<file path="src/rtl/vga_timing_pkg.sv">
// =============================================================================
// vga_timing_pkg : 640x480@60 timing constants, sync bundle type, bar helper.
// Revision 1.0
// =============================================================================
`default_nettype none

package vga_timing_pkg;

    localparam int c_DEF_TOTAL_COLS    = 800;
    localparam int c_DEF_TOTAL_ROWS    = 525;
    localparam int c_DEF_ACTIVE_COLS   = 640;
    localparam int c_DEF_ACTIVE_ROWS   = 480;
    localparam int c_DEF_H_FRONT_PORCH = 16;
    localparam int c_DEF_H_SYNC        = 96;
    localparam int c_DEF_V_FRONT_PORCH = 10;
    localparam int c_DEF_V_SYNC        = 2;
    localparam int c_DEF_VIDEO_DELAY   = 2;

    localparam int c_DEF_COL_W = $clog2(c_DEF_TOTAL_COLS);
    localparam int c_DEF_ROW_W = $clog2(c_DEF_TOTAL_ROWS);

    typedef struct packed {
        logic active;
        logic hsync_n;
        logic vsync_n;
    } sync_bundle_t;

    localparam sync_bundle_t c_SYNC_IDLE = '{active: 1'b0, hsync_n: 1'b1, vsync_n: 1'b1};

    // Colour-bar index: 64-pixel-wide bars taken from column bits [8:6].
    function automatic logic [2:0] bar_index(input int unsigned col);
        return 3'((col >> 6) & 32'd7);
    endfunction

endpackage

`default_nettype wire

</file>
<file path="src/rtl/vga_delay_line.sv">
// =============================================================================
// vga_delay_line : WIDTH x DEPTH shift register with sync reset; DEPTH 0 = wire.
// Revision 1.0
// =============================================================================
`default_nettype none

module vga_delay_line #(
    parameter int               WIDTH     = 1,
    parameter int               DEPTH     = 1,
    parameter logic [WIDTH-1:0] RESET_VAL = '0
) (
    input  logic             clk_i,
    input  logic             rst_i,
    input  logic [WIDTH-1:0] data_i,
    output logic [WIDTH-1:0] data_o
);

    generate
        if (DEPTH == 0) begin : g_passthru
            assign data_o = data_i;
        end else begin : g_shift
            logic [WIDTH-1:0] stage_q [DEPTH];

            always_ff @(posedge clk_i) begin
                if (rst_i) begin
                    for (int i = 0; i < DEPTH; i++) begin
                        stage_q[i] <= RESET_VAL;
                    end
                end else begin
                    stage_q[0] <= data_i;
                    for (int i = 1; i < DEPTH; i++) begin
                        stage_q[i] <= stage_q[i-1];
                    end
                end
            end

            assign data_o = stage_q[DEPTH-1];
        end
    endgenerate

endmodule

`default_nettype wire

</file>
<file path="src/rtl/vga_timing_gen.sv">
// =============================================================================
// vga_timing_gen : VGA counters, porch/pulse syncs, blanked aligned video out.
// Optional colour bars when VGA_TIMING_TEST_PATTERN_EN is defined. Revision 1.0
// =============================================================================
`default_nettype none

module vga_timing_gen
    import vga_timing_pkg::*;
#(
    parameter int c_TOTAL_COLS    = c_DEF_TOTAL_COLS,
    parameter int c_TOTAL_ROWS    = c_DEF_TOTAL_ROWS,
    parameter int c_ACTIVE_COLS   = c_DEF_ACTIVE_COLS,
    parameter int c_ACTIVE_ROWS   = c_DEF_ACTIVE_ROWS,
    parameter int c_H_FRONT_PORCH = c_DEF_H_FRONT_PORCH,
    parameter int c_H_SYNC        = c_DEF_H_SYNC,
    parameter int c_V_FRONT_PORCH = c_DEF_V_FRONT_PORCH,
    parameter int c_V_SYNC        = c_DEF_V_SYNC,
    parameter int c_VIDEO_DELAY   = c_DEF_VIDEO_DELAY
) (
    input  logic                            i_Clk,
    input  logic                            i_Reset,
`ifdef VGA_TIMING_TEST_PATTERN_EN
    input  logic                            i_Pattern_En,
`endif
    input  logic [3:0]                      i_Red_Video,
    input  logic [3:0]                      i_Grn_Video,
    input  logic [3:0]                      i_Blu_Video,
    output logic [$clog2(c_TOTAL_COLS)-1:0] o_Col_Count,
    output logic [$clog2(c_TOTAL_ROWS)-1:0] o_Row_Count,
    output logic                            o_Frame_Start,
    output logic                            o_HSync,
    output logic                            o_VSync,
    output logic [3:0]                      o_Red_Video,
    output logic [3:0]                      o_Grn_Video,
    output logic [3:0]                      o_Blu_Video
);

    localparam int COL_W = $clog2(c_TOTAL_COLS);
    localparam int ROW_W = $clog2(c_TOTAL_ROWS);

    localparam logic [COL_W-1:0] c_COL_LAST = COL_W'(c_TOTAL_COLS - 1);
    localparam logic [ROW_W-1:0] c_ROW_LAST = ROW_W'(c_TOTAL_ROWS - 1);
    localparam logic [COL_W-1:0] c_ACT_COLS = COL_W'(c_ACTIVE_COLS);
    localparam logic [ROW_W-1:0] c_ACT_ROWS = ROW_W'(c_ACTIVE_ROWS);
    localparam logic [COL_W-1:0] c_HS_FIRST = COL_W'(c_ACTIVE_COLS + c_H_FRONT_PORCH);
    localparam logic [COL_W-1:0] c_HS_LAST  = COL_W'(c_ACTIVE_COLS + c_H_FRONT_PORCH + c_H_SYNC - 1);
    localparam logic [ROW_W-1:0] c_VS_FIRST = ROW_W'(c_ACTIVE_ROWS + c_V_FRONT_PORCH);
    localparam logic [ROW_W-1:0] c_VS_LAST  = ROW_W'(c_ACTIVE_ROWS + c_V_FRONT_PORCH + c_V_SYNC - 1);

    logic [COL_W-1:0] col_q, col_d;
    logic [ROW_W-1:0] row_q, row_d;
    logic             frame_start_q;
    logic             hsync_q, vsync_q;
    logic [3:0]       red_q, grn_q, blu_q;

    sync_bundle_t     w_sync_raw;
    sync_bundle_t     w_sync_dly;
    logic [3:0]       w_red_src, w_grn_src, w_blu_src;

    always_comb begin
        col_d = col_q + COL_W'(1);
        row_d = row_q;
        if (col_q == c_COL_LAST) begin
            col_d = '0;
            row_d = (row_q == c_ROW_LAST) ? '0 : row_q + ROW_W'(1);
        end
    end

    // Reset parks the counters on the last pixel so the first edge lands on (0,0).
    always_ff @(posedge i_Clk) begin
        if (i_Reset) begin
            col_q         <= c_COL_LAST;
            row_q         <= c_ROW_LAST;
            frame_start_q <= 1'b0;
        end else begin
            col_q         <= col_d;
            row_q         <= row_d;
            frame_start_q <= (col_d == '0) && (row_d == '0);
        end
    end

    always_comb begin
        w_sync_raw         = c_SYNC_IDLE;
        w_sync_raw.active  = (col_q < c_ACT_COLS) && (row_q < c_ACT_ROWS);
        w_sync_raw.hsync_n = !((col_q >= c_HS_FIRST) && (col_q <= c_HS_LAST));
        w_sync_raw.vsync_n = !((row_q >= c_VS_FIRST) && (row_q <= c_VS_LAST));
    end

    vga_delay_line #(
        .WIDTH     ($bits(sync_bundle_t)),
        .DEPTH     (c_VIDEO_DELAY),
        .RESET_VAL (c_SYNC_IDLE)
    ) u_sync_dly (
        .clk_i  (i_Clk),
        .rst_i  (i_Reset),
        .data_i (w_sync_raw),
        .data_o (w_sync_dly)
    );

`ifdef VGA_TIMING_TEST_PATTERN_EN
    logic [2:0] w_bar_raw;
    logic [2:0] w_bar_dly;

    assign w_bar_raw = bar_index(32'(col_q));

    vga_delay_line #(
        .WIDTH     (3),
        .DEPTH     (c_VIDEO_DELAY),
        .RESET_VAL (3'b000)
    ) u_bar_dly (
        .clk_i  (i_Clk),
        .rst_i  (i_Reset),
        .data_i (w_bar_raw),
        .data_o (w_bar_dly)
    );

    assign w_red_src = i_Pattern_En ? {4{w_bar_dly[2]}} : i_Red_Video;
    assign w_grn_src = i_Pattern_En ? {4{w_bar_dly[1]}} : i_Grn_Video;
    assign w_blu_src = i_Pattern_En ? {4{w_bar_dly[0]}} : i_Blu_Video;
`else
    assign w_red_src = i_Red_Video;
    assign w_grn_src = i_Grn_Video;
    assign w_blu_src = i_Blu_Video;
`endif

    always_ff @(posedge i_Clk) begin
        if (i_Reset) begin
            hsync_q <= 1'b1;
            vsync_q <= 1'b1;
            red_q   <= 4'h0;
            grn_q   <= 4'h0;
            blu_q   <= 4'h0;
        end else begin
            hsync_q <= w_sync_dly.hsync_n;
            vsync_q <= w_sync_dly.vsync_n;
            red_q   <= w_sync_dly.active ? w_red_src : 4'h0;
            grn_q   <= w_sync_dly.active ? w_grn_src : 4'h0;
            blu_q   <= w_sync_dly.active ? w_blu_src : 4'h0;
        end
    end

    assign o_Col_Count   = col_q;
    assign o_Row_Count   = row_q;
    assign o_Frame_Start = frame_start_q;
    assign o_HSync       = hsync_q;
    assign o_VSync       = vsync_q;
    assign o_Red_Video   = red_q;
    assign o_Grn_Video   = grn_q;
    assign o_Blu_Video   = blu_q;

endmodule

`default_nettype wire

</file>
<file path="config.mk">
export PLATFORM = sky130hd
export DESIGN_NAME = vga_timing_gen
export DESIGN_NICKNAME = d
export VERILOG_FILES = /design/src/rtl/vga_timing_pkg.sv /design/src/rtl/vga_delay_line.sv /design/src/rtl/vga_timing_gen.sv
export SDC_FILE = /design/constraint.sdc
export NUM_CORES = 1
export LEC_CHECK = 0
export ABC_AREA = 0
export CORE_ASPECT_RATIO = 0.8
export CORE_MARGIN = 1.5
export CORE_UTILIZATION = 35
export DETAILED_ROUTE_END_ITERATION = 10
export HOLD_SLACK_MARGIN = 0.03
export PLACE_DENSITY_LB_ADDON = 0.3
export SLEW_MARGIN = 5
export SYNTH_ARGS = -nofsm -noshare
export SYNTH_HDL_FRONTEND = slang
export SYNTH_SLANG_ARGS = --single-unit
export TNS_END_PERCENT = 1
</file>
<file path="constraint.sdc">
create_clock -name i_Clk -period 5.33 [get_ports i_Clk]
set_input_delay 1.599 -clock i_Clk [delete_from_list [all_inputs] [get_ports i_Clk]]
set_output_delay 1.599 -clock i_Clk [all_outputs]
set_load 0.01 [all_outputs]
</file>
; ---- Yosys cells after proc, flatten, opt, wreduce, memory -nomap -nowiden
; Memory sizes are Yosys's and may differ from the RTL's.
; Index checks and enable logic that the tools add are counted.
[word_totals]
mem_count = 1
inputBits = 14
mem_bits_rw = 6
ff_bits = 35
latchBits = 0
mem_bits_ro = 0
elab_cells = 39
[classes]
multipliers = 0
addsub = 2
n_reduce_logical = 9
n_shift = 0
n_eq_ne = 2
n_lt_le_gt_ge = 6
muxes = 8
n_bitwise = 3
div_mod_pow = 0
[memory_table]
columns = name, depth, word_bits, read_ports, rd_clocked_by_memory_dff, wr, line_no
row1 = u_sync_dly.g_shift.stage_q, 2, 3, 2, 0, 2, vga_delay_line.sv:22  ; logic [WIDTH-1:0] stage_q [DEPTH];
[ops]
columns = cell, count
row1 = 2-to-1 mux 10 bit, 3
row2 = adder 10 x 1 -> 10 bit (second input constant), 2
row3 = equality test 10 bit (second input constant), 2
row4 = logical NOT 10 bit, 2
row5 = greater-or-equal comparator 10 bit (second input constant), 1
row6 = greater-or-equal comparator 10 x 9 -> 1 bit (second input constant), 1
row7 = less-or-equal comparator 10 bit (second input constant), 1
row8 = less-or-equal comparator 10 x 9 -> 1 bit (second input constant), 1
row9 = < comparator 10 bit (second input constant), 1
row10 = < comparator 10 x 9 -> 1 bit (second input constant), 1
row11 = 2-to-1 mux 3 bit, 2
row12 = logical AND 1 bit, 4
row13 = 2-to-1 mux 1 bit, 3
row14 = logical NOT 1 bit, 2
row15 = bitwise OR 1 bit, 2
row16 = OR reduction 2 bit, 1
row17 = inverter 1 bit, 1

; ---- Depth between registers and ports, before layout
; Gate-level depths: netlist of the first run.
[logic_depth]
depth_word = 5
depth_mapped = 9

; ---- By module
; From an unflattened synthesis of the first run, not the netlist that was laid out.
[hier_totals]
cells_unflattened = 215
hier_area_um2 = 1923.1
[by_module_without_submodules]
columns = module, cells_per_inst, area_each_um2, instances, seq_area_each_um2
row1 = vga_timing_gen, 200, 1742.9, 1, 700.7
row2 = vga_delay_line, 15, 180.2, 1, 120.1

; ---- Worst setup path after synthesis of the first run
; Ideal clock, no wire load.
[synth_timing]
kind = in2reg
start = in i_Reset
end = mem u_sync_dly.g_shift.stage_q[0][0]
stages = 4
n_path_buf = 1
slack_ps = 3004
required_time_ps = 5206
setup_time_ps = 124
arrival_ps = 2201
cell_sequence = clkbuf_1 nor2_1 nand3b_1 a2111o_1
[synth_rtl]
columns = item, line_no
row1 = start: declaration, vga_timing_gen.sv:21  ; input logic i_Reset,
row2 = end: declaration, vga_delay_line.sv:22

==> results of run 1 <==
[worst max-delay path by stage]
stage / end / start / slack (ns) / cells after the start
global placement: o_Frame_Start / i_Reset / 1.97 / 4
detailed placement: o_Frame_Start / i_Reset / 1.91 / 4
floorplan: u_sync_dly.g_shift.stage_q[0][0] / i_Reset / 3.00 / 4
global route: o_Frame_Start / i_Reset / 2.03 / 4
finish: o_Frame_Start / i_Reset / 2.20 / 4
CTS: o_Frame_Start / i_Reset / 2.22 / 4
[cell usage in the layout, fill, tap and decap left out, types with 3 or more instances in the layout]
cell type and instances:
nor3_1 5, nand2_1 18, nand4_1 5, a21oi_1 4, inv_1 8, nor2_1 12
nand3_1 7, dfxtp_1 41, or2_2 6, clkdlybuf4s50_1 48, xnor2_1 6, clkbuf_8 6
ha_1 5, o21ai_0 7, a22oi_1 3, and2_1 17, xor2_1 6, nor2b_1 4
[power by group]
part           internal, uW  switching (uW)  leakage [uW]
Clock                   152             107     0.0000574
Combinational           222             224      0.000553
Sequential              349            87.1      0.000333
Total                   723             418      0.000943
[through the flow]
| step | total power, uW | util (%) | area [um^2] | std cells | setup WS (ns) |
|---|---|---|---|---|---|
| 3_5_place_dp | 888 | 46.5 | 2370 | 301 | 1.91 |
| 5_1_grt | 1220 | 48.9 | 2490 | 309 | 2.03 |
| 2_1_floorplan | 748 | - | 1880 | 203 | 3.00 |
| 3_3_place_gp | 886 | 46.5 | 2370 | 301 | 1.97 |
| 6_report | 1140 | 48.9 | 2490 | 309 | 2.20 |
| 4_1_cts | 1150 | 48.9 | 2490 | 309 | 2.22 |
[kinds of logic after synthesis]
family / Yosys count / share of synthesized area (%)
AOI/OAI and AO/OA: 31 / 11.4
xor gates and xnor gates: 12 / 5.58
adders and majority gates: 5 / 3.32
buffers and inverters: 20 / 5.44
DFF: 41 / 43.6
muxes: 1 / 0.531
and+or+nand+nor: 93 / 30.1
[layout make-up]
| class | count | area [um^2] | area share [%] |
|---|---|---|---|
| tap | 62 | 77.6 | 3.12 |
| clock buffer | 6 | 82.6 | 3.32 |
| timing repair buffer | 48 | 480 | 19.3 |
| sequential | 41 | 821 | 33.0 |
| multi-input combinational | 142 | 961 | 38.6 |
| inverter | 8 | 30.0 | 1.21 |
| clock inverter | 2 | 37.5 | 1.51 |
[flip-flops by register name, summed over array words and instances, names as in the netlist]
name,count
o_Blu_Video,4
o_Col_Count,10
o_Frame_Start,1
o_Grn_Video,4
o_HSync,1
o_Red_Video,4
o_Row_Count,10
o_VSync,1
u_sync_dly.g_shift.stage_q,6
[layer usage]
layer / share of wire [%] / global-route usage [%]
met5: 0 / 0
met2: 43 / 20.4
met4: 0.98 / 4.30
met3: 5.2 / 5.00
met1: 50 / 19.6
==> metrics.csv, run 1 <==
stage,metric,value,unit
timing,Final Hold Fails,0,
timing,"Slew Viols, Final",0,
logic_synthesis,Async SR Flop Fraction,0,%
place,HPWL after DPL,2980,um
logic_synthesis,top post-synthesis cells by count,"dfxtp_1, nand2_1, and2_1, nor2_1, inv_1",
logic_synthesis,Unique masters post-synth,49,
setup_path,Buf/Inv on CP,1,
setup_path,"Max FO, Critical Path",21,
floorplanning,Core Region,5090,um^2
run,max capacitance violation total,0,
setup_path,"Req. time, crit path",5.54,ns
logic_synthesis,synth top area cells,"dfxtp_1, and2_1, nand2_1, ha_1, xnor2_1",
setup_path,r2r worst-path depth,7,
global_routing,antenna violations before repair,0,
routing,drt first pass iters,7,
timing,setup total negative slack,0,ns
logic_synthesis,"Seq/Total Area, Yosys",43.6,%
hold_path,Hold EP,o_VSync,
global_routing,vias in the first global route,1250,
place,PortBufs,48,
setup_path,"Slowest-stage cell, CP",clkdlybuf4s50_1,
cts,H-tree Lvls,2,
routing,DRC,5,
cts,Max Root-Sink Buffers,2,
logic_synthesis,"area leader, netlist",dfxtp_1,
cts,TritonCTS Buffers,5,
cells_and_area,Total Nets Final,265,
logic_synthesis,synthesized flop and latch total,41,
routing,vias per cell,4.96,
power,Peak VDD IR,0.000227,V
logic_synthesis,syn_area_per_cell,9.28,um^2
logic_synthesis,syn nets,222,
timing,crit path time final,3.13,ns
setup_path,"Critical Path, Cell by Cell","clkdlybuf4s50_1, a311oi_1, nand4_1, nor4_2",
logic_synthesis,number of flops mapped to enable cells by yosys,0,
timing,Fmax achieved,0.320,GHz
timing,RSZ-0062 raised after global routing,no,
routing,wire per inst,13.5,um
logic_synthesis,most frequent cell after synthesis,dfxtp_1,
power,Pleak,0.000943,uW
hold_path,Hold Crit Class,flip-flop to flip-flop,
floorplanning,# IOs,49,
cts,post_cts resized,0,
setup_path,crit start category,primary input,
timing,Slew HR,47.3,%
setup_path,Top delay family on crit path,buffers and inverters,
routing,violation count after the first detailed-route iteration,88,
timing,measured slew at the worst slew-check pin,0.788,ns
floorplanning,Die Width,85.0,um
global_routing,largest net degree at the start of global routing,22,
power,Power Density,459,nW/um^2
cells_and_area,layout cells sized above 1,9.31,%
cells_and_area,ant diodes,0,
floorplanning,Initial Utilization,37.0,%
logic_synthesis,Ys Warns,0,
setup_path,RR Endpoint,o_Frame_Start,
hold_path,HP Start,u_sync_dly.g_shift.stage_q[0][3],
timing,Tcrit/Tclk final,58.7,%
outcome,status,finished with violations,
setup_path,Critical Path AT,3.34,ns
hold_path,hold path depth,1,
timing,Min Hold Slack,0.413,ns
logic_synthesis,ys flop type,dfxtp_1,
logic_synthesis,Syn Inst Count,203,
cts,clock sinks,41,
setup_path,kind of critical path,primary input to flip-flop,
global_routing,first-pass GRT wire length,6240,um
cells_and_area,P&R area growth vs syn,32.1,%
cts,cts hold-fix bufs,0,
global_routing,overall routing resource usage,14.1,%
cts,Post-CTS Setup Repair Bufs,0,
floorplanning,die area,5840,um^2
outcome,failing checks,design-rule violations,
setup_path,CP peak stage delay,0.82,ns
setup_path,flop-to-flop setup slack,2.99,ns
cells_and_area,fillers,500,
routing,via count,1533,
timing,Finish-stage setup viols,0,
cts,CTS tree,built,
logic_synthesis,synthesized cell area,1880,um^2
setup_path,Reg-to-Reg Start,o_Col_Count[0],
routing,Post-DRT Antenna Nets,0,
place,routability cong.,0.807,
setup_path,Worst Setup End Kind,flip-flop,
floorplanning,row count,23,
floorplanning,Die Y,68.6,um
cts,clock slew at reported path FFs,0.08,ns
timing,Max Clock Skew,0.00148,ns
global_routing,GRT overflow,0,
cts,clk root buf,clkbuf_8,
logic_synthesis,top cell type's share of synthesized area,43.6,%
routing,Routed WL,4180,um
cts,"Clk Latency, worst-skew pair",0.29,ns
Power figures use the tool's default switching activity.
==> run 2, diff against run 1 <==
==> constraint.sdc (replaced) <==
create_clock -name i_Clk -period 2.9 [get_ports i_Clk]
set_input_delay 0.87 -clock i_Clk [delete_from_list [all_inputs] [get_ports i_Clk]]
set_output_delay 0.87 -clock i_Clk [all_outputs]
set_load 0.01 [all_outputs]
==> run 2 against run 1 <==
Effect of this change:
- utilization about the same
- critical endpoint is now o_Row_Count[5]
- the flow still finishes with violations (design-rule violations)
- first-iteration DRC count is 5.7% lower
- hold slack got worse by 0.0022 ns
- largest power group unchanged
- non-clock buffer count grew 1
- design area up 0.10%
- critical path depth down 3
==> metrics.csv, run 2 (synthesis results as in run 1) <==
stage,metric,value,unit
setup_path,Top delay family on crit path,buffers and inverters,
timing,measured slew at the worst slew-check pin,0.550,ns
floorplanning,die area,5840,um^2
place,HPWL after DPL,2930,um
cts,post_cts resized,0,
timing,Max Clock Skew,0.00727,ns
floorplanning,Initial Utilization,37.0,%
cells_and_area,Total Nets Final,266,
global_routing,vias in the first global route,1317,
cts,TritonCTS Buffers,5,
routing,DRC,5,
hold_path,hold path depth,1,
global_routing,antenna violations before repair,0,
setup_path,Worst Setup End Kind,output port,
global_routing,GRT overflow,0,
global_routing,first-pass GRT wire length,6510,um
cts,clock sinks,41,
routing,uppermost layer routed,met4,
routing,Post-DRT Antenna Nets,0,
setup_path,Critical Path AT,1.49,ns
floorplanning,Core Region,5090,um^2
cts,clk root buf,clkbuf_8,
power,Pleak,0.000945,uW
cells_and_area,ant diodes,0,
setup_path,Buf/Inv on CP,1,
cts,Post-CTS Setup Repair Bufs,0,
timing,Finish-stage setup viols,0,
routing,M1 WL,2090,um
setup_path,"Critical Path, Cell by Cell",clkdlybuf4s50_1,
routing,met2 routed WL,1730,um
outcome,failing checks,design-rule violations,
hold_path,Hold Crit Class,flip-flop to flip-flop,
timing,Tcrit/Tclk final,81.5,%
routing,Routed WL,4160,um
floorplanning,# IOs,49,
global_routing,largest net degree at the start of global routing,20,
cts,H-tree Lvls,2,
timing,Final Hold Fails,0,
setup_path,"Req. time, crit path",2.03,ns
setup_path,"Max FO, Critical Path",9,
run,max capacitance violation total,0,
timing,RSZ-0062 raised after global routing,no,
cts,Max Root-Sink Buffers,2,
global_routing,overall routing resource usage,14.7,%
timing,setup total negative slack,0,ns
routing,met3 wire len,277,um
timing,Min Hold Slack,0.411,ns
cells_and_area,P&R area growth vs syn,32.3,%
power,Peak VDD IR,0.000333,V
timing,Fmax achieved,0.423,GHz
setup_path,crit start category,flip-flop,
cells_and_area,Final Core Density,48.9,%
routing,violation count after the first detailed-route iteration,83,
setup_path,CP peak stage delay,0.62,ns
cts,"Clk Latency, worst-skew pair",0.30,ns
setup_path,r2r worst-path depth,7,
setup_path,kind of critical path,flip-flop to output port,
setup_path,WP depth,1,
floorplanning,Die Y,68.6,um
outcome,status,finished with violations,
place,PortBufs,48,
cts,cts hold-fix bufs,0,
timing,crit path time final,2.36,ns
timing,Slew HR,63.2,%
routing,vias per cell,4.86,
place,routability cong.,0.836,
floorplanning,Die Width,85.0,um
cells_and_area,layout cells sized above 1,9.68,%
cells_and_area,"most common cell after layout, fill and taps aside",clkdlybuf4s50_1,
cells_and_area,most frequent cells in the layout,"clkdlybuf4s50_1, dfxtp_1, nand2_1",
routing,drt first pass iters,7,
cts,CTS tree,built,
cts,clock slew at reported path FFs,0.08,ns
routing,via count,1508,
power,Power Density,837,nW/um^2
floorplanning,row count,23,
timing,"Slew Viols, Final",0,
routing,wire per inst,13.4,um
setup_path,"Slowest-stage cell, CP",clkdlybuf4s50_1,
==> run 2: cell types whose count changed in the layout (fill, tap and decap cells not counted) <==
cell	delta
buf_4	+1
clkbuf_8	-1
clkinv_4	+1
==> run 2: report_power, final <==
group	internal, uW	switching [uW]	total, uW
combinational	410	408	818
clock	258	214	471
sequential	641	156	797
==> run 2: routing by layer <==
metal  vias up  track usage [%]
li1        789                -
met1       662             20.9
met2        49             20.6
met3         8             5.71
met4         0             3.69
met5         -                0
==> run 2: metrics by stage <==
step	total power (uW)	cells	setup slack, ns	instance area (um^2)
floorplan	1380	203	0.796	1880
finish	2090	310	0.536	2490
CTS	2100	310	0.519	2490
global route	2240	310	0.340	2490
global placement	1630	302	0.715	2380
detailed placement	1630	302	0.604	2380
==> run 2: path summary, 6_finish.rpt <==
path | startpoint | end | slack (ns)
worst max-delay path | o_Row_Count[5] | o_Row_Count[5] | 0.54
worst min-delay path | u_sync_dly.g_shift.stage_q[0][3] | o_VSync | 0.41
worst max register to register | o_Col_Count[0] | o_Frame_Start | 0.56
worst min register to register | u_sync_dly.g_shift.stage_q[0][3] | o_VSync | 0.41
==> run 2: layout make-up <==
type / count / area (um^2)
fill: 482 / 2600
multi-input combinational: 142 / 961
sequential: 41 / 821
timing repair buffer: 49 / 488
tap: 62 / 77.6
clock buffer: 5 / 68.8
clock inverter: 3 / 46.3
inverter: 8 / 30.0
==> run 3, diff against run 2 <==
==> constraint.sdc (replaced) <==
create_clock -name i_Clk -period 2.05 [get_ports i_Clk]
set_input_delay 0.615 -clock i_Clk [delete_from_list [all_inputs] [get_ports i_Clk]]
set_output_delay 0.615 -clock i_Clk [all_outputs]
set_load 0.01 [all_outputs]
==> run 3 against run 2 <==
Effect of this change:
- the run still ends with design-rule violations left
- worst setup slack lost 0.49 ns
- register-to-register slack lost 0.44 ns
- first-iteration DRC count shrank 8.4%
- design area grew 6.2%
- final cell count grew 6.1%
- critical endpoint is now o_Col_Count[6]
==> metrics.csv, run 3 (synthesis results as in run 1) <==
stage,metric,value,unit
place,PortBufs,48,
routing,violation count after the first detailed-route iteration,76,
timing,Finish-stage setup viols,0,
power,Pleak,0.00104,uW
cells_and_area,ant diodes,0,
floorplanning,Core Region,5090,um^2
cells_and_area,Total Nets Final,285,
timing,Final Hold Fails,0,
floorplanning,# IOs,49,
setup_path,Critical Path AT,1.39,ns
setup_path,kind of critical path,flip-flop to output port,
global_routing,global route hottest layer,met2,
timing,measured slew at the worst slew-check pin,0.590,ns
global_routing,first-pass GRT wire length,6900,um
power,Pwr Total,3180,uW
setup_path,Buf/Inv on CP,1,
run,max capacitance violation total,0,
cells_and_area,"most common cell after layout, fill and taps aside",clkdlybuf4s50_1,
setup_path,"Slowest-stage cell, CP",clkdlybuf4s50_1,
place,routability cong.,0.842,
global_routing,GRT overflow,0,
routing,wire per inst,13.5,um
hold_path,Hold Crit Class,flip-flop to flip-flop,
cts,cts hold-fix bufs,0,
global_routing,routing usage on met2,22.6,%
global_routing,antenna violations before repair,0,
timing,Tcrit/Tclk final,97.7,%
cts,Max Root-Sink Buffers,2,
setup_path,flop-to-flop setup slack,0.12,ns
setup_path,"Critical Path, Cell by Cell",clkdlybuf4s50_1,
timing,RSZ-0062 raised after global routing,no,
setup_path,r2r worst-path depth,6,
place,HPWL after DPL,3220,um
floorplanning,Die Y,68.6,um
hold_path,HP Start,u_sync_dly.g_shift.stage_q[0][1],
cells_and_area,layout cells sized above 1,18.4,%
setup_path,"Req. time, crit path",1.43,ns
setup_path,crit start category,flip-flop,
floorplanning,Die Width,85.0,um
global_routing,routing usage on met3,4.29,%
outcome,failing checks,design-rule violations,
hold_path,hold path depth,1,
outcome,status,finished with violations,
timing,setup total negative slack,0,ns
hold_path,Hold EP,u_sync_dly.g_shift.stage_q[0][4],
global_routing,overall routing resource usage,15.7,%
place,setup slack at placement,-0.0214,ns
cells_and_area,most frequent cells in the layout,"clkdlybuf4s50_1, dfxtp_1, buf_4",
global_routing,largest net degree at the start of global routing,15,
floorplanning,die area,5840,um^2
timing,Fmax achieved,0.499,GHz
setup_path,Worst Setup End Kind,output port,
cts,"Clk Latency, worst-skew pair",0.31,ns
floorplanning,row count,23,
power,Power Density,1200,nW/um^2
routing,DRC,3,
global_routing,M1 GR Usage,21.6,%
global_routing,vias in the first global route,1425,
timing,crit path time final,2.00,ns
setup_path,CP peak stage delay,0.60,ns
setup_path,Top delay family on crit path,buffers and inverters,
cts,CTS tree,built,
timing,Max Clock Skew,0.00936,ns
routing,vias per cell,4.90,
cts,clock slew at reported path FFs,0.08,ns
setup_path,WP depth,1,
timing,setup ws final,0.0471,ns
power,Peak VDD IR,0.000540,V
routing,via count,1613,
routing,Routed WL,4440,um
setup_path,"Max FO, Critical Path",7,
cts,H-tree Lvls,2,
cts,TritonCTS Buffers,5,
setup_path,Reg-to-Reg Start,o_Col_Count[9],
floorplanning,Initial Utilization,37.0,%
routing,Post-DRT Antenna Nets,0,
routing,drt first pass iters,7,
timing,Slew HR,60.6,%
cts,clock sinks,41,
cells_and_area,P&R area growth vs syn,40.4,%
cts,clk root buf,clkbuf_8,
setup_path,RR Endpoint,o_Frame_Start,
timing,"Slew Viols, Final",0,
-- run 3: cell count changes in the layout (fill, tap and decap cells not counted), sizes merged --
cell | before | now
buf | 1 | 20
-- run 3: how the worst max path moves through the flow --
| stage | from | to |
|---|---|---|
| floorplan | o_Row_Count[0] | o_Frame_Start |
| global placement | i_Reset | o_Frame_Start |
| detailed placement | i_Reset | o_Grn_Video[2] |
| CTS | o_Col_Count[5] | o_Col_Count[5] |
| global route | o_Row_Count[6] | o_Row_Count[6] |
| finish | o_Col_Count[6] | o_Col_Count[6] |
-- run 3: timing repair --
| action | in CTS | in global routing |
|---|---|---|
| setup buffers | 0 | 0 |
| setup endpoints to repair | 1 | 3 |
| gates cloned | 0 | 0 |
| resized for setup | 1 | 4 |
-- run 3: cell type report --
| type | count | area (um^2) |
|---|---|---|
| clock buffers | 5 | 68.8 |
| clock inverters | 3 | 46.3 |
| fillers | 477 | 2450 |
| inverters | 8 | 30.0 |
| multi-input cells | 142 | 966 |
| flip-flops and latches | 41 | 827 |
| well taps | 62 | 77.6 |
| repair buffers | 68 | 631 |
-- run 3: power by group --
group | leakage, uW | internal, uW | switching (uW)
sequential | 0.000333 | 913 | 118
clock | 0.0000543 | 365 | 310
combinational | 0.000651 | 732 | 747
total | 0.00104 | 2010 | 1170
-- run 3: layer usage --
layer,vias to the layer above,wire length [um]
li1,824,-
met1,743,2240
met2,39,1900
met3,7,229
met4,0,72
met5,-,0
-- run 3: metrics by stage --
stage	hold slack (ns)	util (%)	instances	area (um^2)
CTS	0.418	51.8	329	2640
finish	0.416	52.0	329	2650
global route	0.436	52.0	329	2650
floorplan	0.389	-	203	1890
detailed placement	0.399	49.5	321	2520
global placement	0.390	49.5	321	2520
